===== src/rtl/serial_cmp_tx.sv =====
// serial_cmp_tx: bit-serial unsigned magnitude comparator front end.
// Latches a/b on start, shifts them out MSB-first one pair per cycle,
// and accumulates eq/gt/lt; results are held until the next DONE.
//
// Ports:
//   clk, rst_n        clock, synchronous active-low reset
//   start             begin a comparison (accepted in IDLE or DONE)
//   a, b              WIDTH-bit operands, latched on accepted start
//   busy              high during SHIFT
//   bit_valid         bit_a/bit_b/bit_idx carry an operand bit
//   bit_a, bit_b      current serial bits, MSB first
//   bit_idx           index of the bit being presented
//   done              one-cycle pulse when eq/gt/lt update
//   eq, gt, lt        registered, held comparison result
module serial_cmp_tx #(
    parameter  int WIDTH = 4,
    localparam int IW    = $clog2(WIDTH)
) (
    input  logic             clk,
    input  logic             rst_n,
    input  logic             start,
    input  logic [WIDTH-1:0] a,
    input  logic [WIDTH-1:0] b,
    output logic             busy,
    output logic             bit_valid,
    output logic             bit_a,
    output logic             bit_b,
    output logic [IW-1:0]    bit_idx,
    output logic             done,
    output logic             eq,
    output logic             gt,
    output logic             lt
);

    typedef enum logic [1:0] {
        IDLE,
        SHIFT,
        DONE
    } state_t;

    state_t state;
    state_t state_nx;

    logic [WIDTH-1:0] a_reg;
    logic [WIDTH-1:0] b_reg;
    logic [IW-1:0]    idx;
    logic             acc_eq;
    logic             acc_gt;
    logic             acc_lt;
    logic             decided;

    logic load;
    logic last_bit;
    logic sa;
    logic sb;
    logic e;
    logic hit;
    logic nx_eq;
    logic nx_gt;
    logic nx_lt;

    assign sa       = a_reg[idx];
    assign sb       = b_reg[idx];
    assign last_bit = (idx == '0);

    // First differing bit from the MSB decides; later pairs are ignored.
    assign e     = (sa & sb) | (~sa & ~sb);
    assign hit   = ~e & ~decided;
    assign nx_eq = hit ? 1'b0      : acc_eq;
    assign nx_gt = hit ? sa & ~sb  : acc_gt;
    assign nx_lt = hit ? ~sa & sb  : acc_lt;

    always_ff @(posedge clk) begin
        if (!rst_n) begin
            state <= IDLE;
        end else begin
            state <= state_nx;
        end
    end

    always_comb begin
        state_nx  = state;
        load      = 1'b0;
        busy      = 1'b0;
        bit_valid = 1'b0;
        bit_a     = 1'b0;
        bit_b     = 1'b0;
        bit_idx   = '0;
        done      = 1'b0;
        unique case (state)
            IDLE: begin
                if (start) begin
                    load     = 1'b1;
                    state_nx = SHIFT;
                end
            end
            SHIFT: begin
                busy      = 1'b1;
                bit_valid = 1'b1;
                bit_a     = sa;
                bit_b     = sb;
                bit_idx   = idx;
                if (last_bit) begin
                    state_nx = DONE;
                end
            end
            DONE: begin
                done     = 1'b1;
                load     = start;
                state_nx = start ? SHIFT : IDLE;
            end
            default: begin
                state_nx = IDLE;
            end
        endcase
    end

    always_ff @(posedge clk) begin
        if (!rst_n) begin
            a_reg   <= '0;
            b_reg   <= '0;
            idx     <= '0;
            acc_eq  <= 1'b0;
            acc_gt  <= 1'b0;
            acc_lt  <= 1'b0;
            decided <= 1'b0;
            eq      <= 1'b0;
            gt      <= 1'b0;
            lt      <= 1'b0;
        end else if (load) begin
            a_reg   <= a;
            b_reg   <= b;
            idx     <= IW'(WIDTH - 1);
            acc_eq  <= 1'b1;
            acc_gt  <= 1'b0;
            acc_lt  <= 1'b0;
            decided <= 1'b0;
        end else if (state == SHIFT) begin
            acc_eq  <= nx_eq;
            acc_gt  <= nx_gt;
            acc_lt  <= nx_lt;
            decided <= decided | hit;
            if (last_bit) begin
                // Publish including the LSB pair's update.
                eq <= nx_eq;
                gt <= nx_gt;
                lt <= nx_lt;
            end else begin
                idx <= idx - 1'b1;
            end
        end
    end

endmodule


===== config.mk =====
export PLATFORM = sky130hd
export DESIGN_NAME = serial_cmp_tx
export DESIGN_NICKNAME = d
export VERILOG_FILES = /design/src/rtl/serial_cmp_tx.sv
export SDC_FILE = /design/constraint.sdc
export NUM_CORES = 1
export LEC_CHECK = 0
export BUFFER_PORTS_ARGS = -buffer_cell sky130_fd_sc_hd__clkbuf_2
export CORE_UTILIZATION = 54
export CTS_CLUSTER_SIZE = 14
export DETAILED_ROUTE_END_ITERATION = 8
export PLACE_DENSITY_LB_ADDON = 0.15
export SLEW_MARGIN = 15
export SYNTH_ARGS = -nofsm -noshare
export SYNTH_HDL_FRONTEND = slang
export SYNTH_SLANG_ARGS = --single-unit

===== constraint.sdc =====
create_clock -name clk -period 6.1 [get_ports clk]
set_clock_uncertainty 0.15 [all_clocks]
set_input_delay 0.915 -clock clk [delete_from_list [all_inputs] [get_ports clk]]
set_output_delay 0.915 -clock clk [all_outputs]
set_load 0.05 [all_outputs]

==> results.md <==
- Worst slew pin tran: 0.6836 ns
- Die area: 1785 um2
- CP max stage cell: mux4_2
- Met2 global-route usage: 0.3692
- Filler instances: 134
- Sequential group share of total power: 0.533
- Remaining global-route overflow: 0
- Htree depth: 1
- Synthesized instance count: 97
- DR WL/cell: 12.39 um
- Layout cell share with drive strength beyond 1: 0.2414
- Top cells by count, synth: 19 x dfxtp_1, 17 x nand2_1, 12 x a21oi_1, 7 x nor2_1, 6 x inv_1
- Area growth syn-to-layout: 13.73%
- Min Hold Slack: 0.3194 ns
- Core Util, Final: 0.6603
- Avg Cell Area, Syn: 9.016 um2
- Synth area leader: dfxtp_1
- Worst path max stage delay: 0.58 ns
- Clock Latency Late Sink: 0.29 ns
- Final nets: 131
- Vias in the first global route: 678
- Worst r2r src: idx[0]$_SDFFE_PN0P_
- CP max FO: 6
- Final setup vio count: 0
- Drt pass-1 iters: 4
- GR Util met3: 0.03879
- Number of synthesized flops with an enable pin: 0
- Worst VDD drop: 0.1702 mV
- Asr flop ratio synth: 0
- CTS Hold Buffers Added: 0
- Relative max-transition margin: 0.5434
- Clock slew at reported path FFs: 0.10 ns
- Die height: 42.25 um
- Switching power total: 0.08247 mW
- Worst Setup SP: idx[0]$_SDFFE_PN0P_
- Status: complete, no violations
- Fmax achieved: 355.5 MHz
- Final Instance Area: 994.7 um2
- WP buf/inv: 1
- Final HPWL DP: 1267 um
- Number of max-slew violations in the final report: 0
- Post-Route WL: 1635 um
- CTS max path bufs: 2
- Diode count: 0
- Crit. End Element: output port
- Post-synthesis mux area share: 0.1087
- Synthesis-stage register bit count: 19
- Max-cap viol count: 0
- Largest net degree at the start of global routing: 13
- Die Wd: 42.25 um
- Internal power: 0.1796 mW
- Largest family of logic cells by synthesized area: simple AND/OR/NAND/NOR gates
- Clk root buf: clkbuf_4
- Gate power share: 0.227
- Simple-gate share of the synthesized area: 0.2332
- Worst setup SP type: register
- Overall routing resource usage: 0.2165
- I/O pin count: 21
- Adder-cell area share of the yosys netlist: 0.04292
- Distinct cells, synth: 24
- CTS tree: done
- Post-Syn Nets: 111
- DRC errors left: 0
- Min Tclk post-route: 2.813 ns
- CTS sink count: 19
- Hold Vio Cnt, Final: 0
- Core box area: 1506 um2
- Synth Area in Compound Gates: 0.1245
- Dominant synthesized flop cell: dfxtp_1
- Most common cell in the netlist: dfxtp_1
- Row cnt: 14
- Critical path arrival: 1.75 ns
- Critical path cell sequence: mux4_2 -> and2_1 -> clkbuf_2
- Setup CP Type: reg -> out
- Vias: 717
- Total negative slack: 0 ns
- Share of the synthesized area in the top cell type: 0.4349
- Worst EP required: 5.03 ns
- Number of buffers created by CTS: 3
- Initial DRC Count: 21
- Clock share of power: 0.241
- Yosys warning count: 0
- Initial Util: 0.5806
- RSZ-0062 raised after global routing: no
- Leak: 0.4342 nW
- GPL Wtd Cong: 0.7147
- Vias per Instance: 5.432
- Setup Fix Bufs, Post-CTS: 0
- CTS resizes: 0
- GR met1 Demand/Resource: 0.2745
- Hold Crit Start: b_reg[3]$_SDFFE_PN0P_
- Antenna viol nets, final: 0
- Min-Delay Path Class: reg -> reg
- Crit path max-delay family: multiplexers
- Most Crowded Layer GR: met2
- Post-Syn Area: 874.6 um2
- Final period utilization: 0.4611
- P per Cell Area: 263.5 nW/um2
- Initial antenna violation count: 0
- IO Port Bufs: 20
- Placed cell areas: 968.4 um2
- Top cells by area, synth: dfxtp_1 43%, nand2_1 7.3%, a21oi_1 6.9%
- Global-route wire length before repair: 2967 um
- Seq/Total Area, Yosys: 0.4349
- Xor and xnor area share after synthesis: 0
- Sw Ratio: 0.3147
[per-layer routing]
layer | vias to the layer above | routed length [um]
met2 | 27 | 768
met5 | - | 0
li1 | 364 | -
met1 | 323 | 770
met4 | 0 | 17
met3 | 3 | 79
[power groups by stage]
| stage | Combinational, mW | Sequential [mW] | Clock [mW] |
|---|---|---|---|
| final | 0.0595 | 0.140 | 0.0630 |
| after detailed placement | 0.0595 | 0.143 | 0 |
| after floorplan | 0.0441 | 0.145 | 0 |
| after global routing | 0.0658 | 0.141 | 0.0704 |
| after global placement | 0.0578 | 0.142 | 0 |
| after CTS | 0.0598 | 0.140 | 0.0638 |
[area by class of cell]
type,count,area [um2],share of cell area
Inverter,6,22.52,0.02264
Tap cell,16,20.02,0.02013
Clock buffer,4,26.28,0.02642
Multi-Input combinational cell,67,445.4,0.4478
Sequential cell,19,380.4,0.3824
Timing Repair Buffer,20,100.1,0.1006
[metrics by stage]
| stage | worst slack, ns | cells | total power, mW |
|---|---|---|---|
| after detailed placement | 3.610 | 128 | 0.2021 |
| after floorplan | 3.199 | 97 | 0.1888 |
| after global placement | 3.682 | 128 | 0.2001 |
| final | 3.287 | 132 | 0.2621 |
| after global routing | 3.215 | 132 | 0.2773 |
| after CTS | 3.276 | 132 | 0.2633 |
[worst register-to-register path: stages, from the launching register on]
cell     delay [ns]
dfxtp_1        0.46
mux4_2         0.58
ha_1           0.37
nor2_1         0.22
mux2i_1        0.27
a21oi_1        0.10
[placed cells by master (no fill, tap or decap), types with 2 or more instances in the layout]
| cell | count |
|---|---|
| o21ai_0 | 3 |
| a21oi_1 | 12 |
| dfxtp_1 | 19 |
| inv_1 | 6 |
| and2_1 | 4 |
| nand2b_1 | 2 |
| nor2_1 | 7 |
| clkbuf_2 | 20 |
| nand2_1 | 17 |
| clkbuf_4 | 3 |
| nor2b_1 | 3 |
| mux4_2 | 2 |
| ha_1 | 3 |
| mux2i_1 | 5 |
[worst paths after layout]
kind / to / slack, ns / depth (start not counted)
worst min register to register: b_reg[3]$_SDFFE_PN0P_ / 0.32 / 2
worst min-delay path: b_reg[3]$_SDFFE_PN0P_ / 0.32 / 2
worst max-delay path: bit_b / 3.29 / 3
worst max register to register: gt$_SDFFE_PN0P_ / 3.85 / 5
[kinds of logic after synthesis]
logic type	count (synthesis)
muxes	7
AOI/OAI and AO/OA	19
buffers and inverters	11
adders and majority gates	3
DFF	19
and+or+nand+nor	38
Note: power is estimated with default switching activity, not from simulation.
